### config.mk
export PLATFORM = sky130hd
export DESIGN_NAME = tt_settle_timer
export DESIGN_NICKNAME = d
export VERILOG_FILES = /design/src/rtl/tt_checker_pkg.sv /design/src/rtl/tt_settle_timer.sv
export SDC_FILE = /design/constraint.sdc
export NUM_CORES = 1
export LEC_CHECK = 0
export ABC_AREA = 1
export CAP_MARGIN = 15
export CELL_PAD_IN_SITES_DETAIL_PLACEMENT = 2
export CELL_PAD_IN_SITES_GLOBAL_PLACEMENT = 2
export CORE_MARGIN = 4
export CORE_UTILIZATION = 24
export CTS_CLUSTER_DIAMETER = 30
export DETAILED_ROUTE_END_ITERATION = 8
export PLACE_DENSITY_LB_ADDON = 0.12
export SKIP_LAST_GASP = 1
export SLEW_MARGIN = 10
export SYNTH_ARGS = -nofsm -noshare
export SYNTH_HDL_FRONTEND = slang
export SYNTH_SLANG_ARGS = --single-unit
### constraint.sdc
create_clock -name clk -period 1.4 [get_ports clk]
set_input_delay 0.28 -clock clk [delete_from_list [all_inputs] [get_ports clk]]
set_output_delay 0.28 -clock clk [all_outputs]
set_load 0.02 [all_outputs]
### src/rtl/tt_checker_pkg.sv
// rtl/tt_checker_pkg.sv - shared state encoding and sizing constants for tt_checker
package tt_checker_pkg;

    localparam int         NUM_VECTORS = 16;
    localparam logic [3:0] LAST_VEC    = 4'd15;
    localparam int         VEC_W       = 4;
    localparam int         CNT_W       = 5;
    localparam int         SETTLE_W    = 8;

    typedef enum logic [1:0] {
        ST_IDLE   = 2'd0,
        ST_SETTLE = 2'd1,
        ST_SAMPLE = 2'd2,
        ST_FINISH = 2'd3
    } tt_state_t;

endpackage

### src/rtl/tt_settle_timer.sv
// rtl/tt_settle_timer.sv - loadable down-counter that flags when a vector has settled
module tt_settle_timer
    import tt_checker_pkg::*;
(
    input  logic                clk,
    input  logic                rst_n,
    input  logic                load,
    input  logic [SETTLE_W-1:0] load_val,
    output logic                expired
);

    logic [SETTLE_W-1:0] r_cnt;

    // Count down from the loaded value and park at zero until reloaded.
    always_ff @(posedge clk) begin
        if (!rst_n) begin
            r_cnt <= '0;
        end else if (load) begin
            r_cnt <= load_val;
        end else if (r_cnt != '0) begin
            r_cnt <= r_cnt - 1'b1;
        end
    end

    assign expired = (r_cnt == '0);

endmodule

[Word level (Yosys, flattened, before mapping)]
Cells that the tools add are included.
Widths: inputs -> output; s select.
Operators by class
  muxes and demuxes: 2
  add/sub/neg operators: 1
  reductions and logical operators: 3
Operators by type and width (count)
  $mux 8: 2
  $logic_not 8->1: 1
  $reduce_bool 8->1: 1
  $sub 8x1->8 const B: 1
  $reduce_bool 2->1: 1
Word-level totals
  logic and storage cells: 7
  register bits: 8
  input port bits: 11
  output and inout port bits: 1

[Depth between registers and ports, before layout]
  word-level depth: 3
  depth in mapped cells: 8
  gate-level depth less buffers: 8

[Worst setup path after synthesis]
Ideal clock, no wire load.
  kind: register -> register
  start point: reg r_cnt[0]
  end point: reg r_cnt[1]
  arrival: 1141 ps
  path slack: 146 ps
  stages on the path, launching flop included: 8
  data required time: 1287 ps
  clock period less this slack: 1254 ps
  setup time: 113 ps
  cell sequence: dfxtp_1 -> inv_1 -> ha_1 -> nand2_2 -> nor2_8 -> nand2_4 -> o21ai_1 -> nor2_1
On the way
  cells in the longest elaborated chain, start to end: 3
  elaborated cells on any way between the ends: 5
  classes of those cells: add/sub: 1; mux: 2; reduce/logical: 2
Ends and longest elaborated chain
  start: declaration: RTL line tt_settle_timer.sv:12  | logic [SETTLE_W-1:0] r_cnt;
  start signal: assignment: RTL line tt_settle_timer.sv:19  | r_cnt <= load_val;
  start signal: assignment: RTL line tt_settle_timer.sv:21  | r_cnt <= r_cnt - 1'b1;
  $sub 8x1->8: RTL line tt_settle_timer.sv:21
  $mux 8: RTL line tt_settle_timer.sv:20  | end else if (r_cnt != '0) begin
  $mux 8: RTL line tt_settle_timer.sv:18  | end else if (load) begin
Several ways; a longest one is shown, not always the timed one. The select of a mux whose other input is x is not followed.
A chain may end at the register's enable or synchronous reset.

[Final worst setup path]
  start point: reg r_cnt[0]
  end point: out expired
On the way
  cells in the longest elaborated chain, start to end: 1
Ends and longest elaborated chain
  $logic_not 8->1: RTL line tt_settle_timer.sv:25  | assign expired = (r_cnt == '0);
  end: declaration: RTL line tt_settle_timer.sv:9  | output logic expired
Every way passes these cells.

==> reports/qor.csv <==
metric,value,unit
status,completed,
drt first-iter violations,3,
Largest register FFs,8,
Post-synth ARST share,0,%
largest net degree at the start of global routing,7,
Most Crowded Layer GR,met2,
via count,571,
Synth-to-Final Area Change,66.5,%
# setup viols final,0,
"Req. time, crit path",1120,ps
post-synthesis net count,82,
Clock Path Buffers,2,
row cnt,15,
CP Cell Sequence,inv_2 -> ha_4 -> nand2_4 -> nor2_8 -> buf_6,
arrival time at the worst endpoint,1080,ps
die width,52.6,µm
Post-route DRC,0,
Max Slew Vio Count,0,
"Reg clk slew, reported paths",60,ps
M1 GR Usage,17.3,%
fill cell count,226,
RSZ-0062 raised after global routing,true,
clk_lat worst skew,270,ps
Worst Clk Skew,7.47,ps
clk root buf,clkbuf_4,
initial antenna violation count,0,
worst slew pin tran,249,ps
Initial Util,26.5,%
total power draw,847,µW
Hold Path Cell Cnt,2,
Global Route Usage Sum,15.5,%
top post-synthesis cells by count,"nor2_1, nand2_1, dfxtp_1",
min setup slack post-route,37.6,ps
CTS buffer count,3,
I/O pins,12,
"Max FO, Critical Path",2,
Seq cells post-synth,8,
Yosys top cell by area,dfxtp_1,
grt total ovfl,0,
max-cap violations,0,
final wirelength,1900,µm
fin crit share,97.3,%
Fin. Hold Viols,0,
"antenna viol nets, final",0,
Pwr Density,1060,mW/mm²
share of layout cells above drive strength 1,36.7,%
"slowest stage delay, CP",330,ps
Hold Path Class,reg -> reg,
peak supply drop,0.000445,V
final worst path period need,1360,ps
DP HPWL,1450,µm
NumNets Final,112,
top flop regs,r_cnt: 8 flops,
register area share after synthesis,33.5,%
Crit Path Class,reg -> out,
top-area cell type share of the netlist area,33.5,%
die span in y,52.6,µm
met3 Use GR,6.27,%
Vias/cell,4.64,
Leak,0.000365,µW
Synth cell types,20,
Crit path buffers/inverters,2,
CTS H-tree lvls,1,
WP depth,5,
critical path's slowest cell,dfxtp_2,
Initial DRT Pass Iterations,4,
Fmax achieved,734,MHz
I/O Buffers,11,
crit start category,flop,
number of enable flip-flop cells after synthesis,0,
"delay-heaviest family, CP",flip-flops,
met2 usage in global routing,25.8,%
final non-filler cell total,123,
Yosys warnings,0,
cell area after synthesis,478,µm²
average size of a mapped cell,6.83,µm²
top-count cell post-synth,nor2_1,
pre-CTS setup slack,-277,ps
placed instance count,119,
Core Region,0.00180,mm²
R2R depth,9,
clock sink total,8,
CTS tree,built,
Largest Register,r_cnt,
Setup crit end kind,output pin,
diode count,0,
"Primary FF master, synth",dfxtp_1,
vias in the first global route,625,
drt wl/cell,15.5,µm
top area cells in the synthesized netlist,"dfxtp_1, nor2_1, nand2_1, a21oi_1, nand3_1",
Syn Inst Count,70,
Slew Limit Headroom,83.3,%
RePlAce Congestion,0.777,
first-pass GRT wire length,2880,µm
die area,0.00277,mm²
## placed cells by master, fill, tap and decap left out
cell / n
buf_4: 15
nand2_1: 11
nor2_1: 11
clkdlybuf4s50_1: 10
inv_2: 4
nor3_1: 4
o21ai_1: 4
nand3_1: 4
a21oi_1: 4
dfxtp_2: 4
dfxtp_1: 4
nand2_4: 3
inv_1: 3
clkbuf_4: 3
nor2_4: 2
nor2_2: 2
o21ai_0: 2
xnor2_1: 2
nor2_8: 1
xor2_1: 1
o211ai_1: 1
nand4_1: 1
ha_4: 1
buf_6: 1
## report_power, final
part | total [µW] | internal (µW) | switching, µW | leakage [µW]
clock | 187 | 98.7 | 87.9 | 0.0000138
sequential | 286 | 258 | 28.0 | 0.0000676
combinational | 374 | 184 | 189 | 0.000284
## path summary, 6_finish.rpt
path / startpoint / to / slack (ps)
setup / recovery: r_cnt[0] / expired / 40
hold / removal: r_cnt[0] / r_cnt[0] / 570
setup reg to reg: r_cnt[0] / r_cnt[5] / 50
hold reg to reg: r_cnt[0] / r_cnt[0] / 570
## final cells by class
cell class | count | area (µm²) | area share [%]
repair buffers | 26 | 224 | 28.1
flip-flops and latches | 8 | 165 | 20.8
inverters | 7 | 26.3 | 3.30
multi-input cells | 54 | 327 | 41.0
clock buffers | 3 | 22.5 | 2.83
well taps | 25 | 31.3 | 3.93
## timing repair
action,in CTS,in global routing
gates resized for setup,11,10
hold buffers,0,0
pin swaps,2,3
hold endpoints to repair,0,0
endpoints found under the setup margin,4,1
buffers inserted,0,1
## routing by layer
metal / routed length [µm] / share of wire, %
met1: 824 / 43
met2: 955 / 50
met5: 0 / 0
met3: 66 / 3.5
met4: 57 / 3.0
## cells by family after synthesis
family	Yosys count	synth area share, %
DFF	8	33.5
buffers and inverters	8	6.54
AOI/OAI and AO/OA	11	12.0
xor gates and xnor gates	3	5.50
adders and majority gates	1	2.62
and+or+nand+nor	39	39.8
## stage by stage
stage | hold WS, ps | utilization (%) | cell area (µm²) | TNS (ps)
final | 567 | 44.2 | 796 | 0
after global routing | 589 | 44.2 | 796 | -27.0
after CTS | 530 | 42.2 | 759 | 0
after detailed placement | 510 | 39.9 | 719 | -384
after global placement | 486 | 39.9 | 719 | -225
after floorplan | 418 | - | 478 | 0
## worst min-delay path, cell delays in order, from the launching register on
cell	delay [ps]
dfxtp_2	330
nor2_1	130
nor3_1	70
Note: power is estimated with default switching activity, not from simulation.
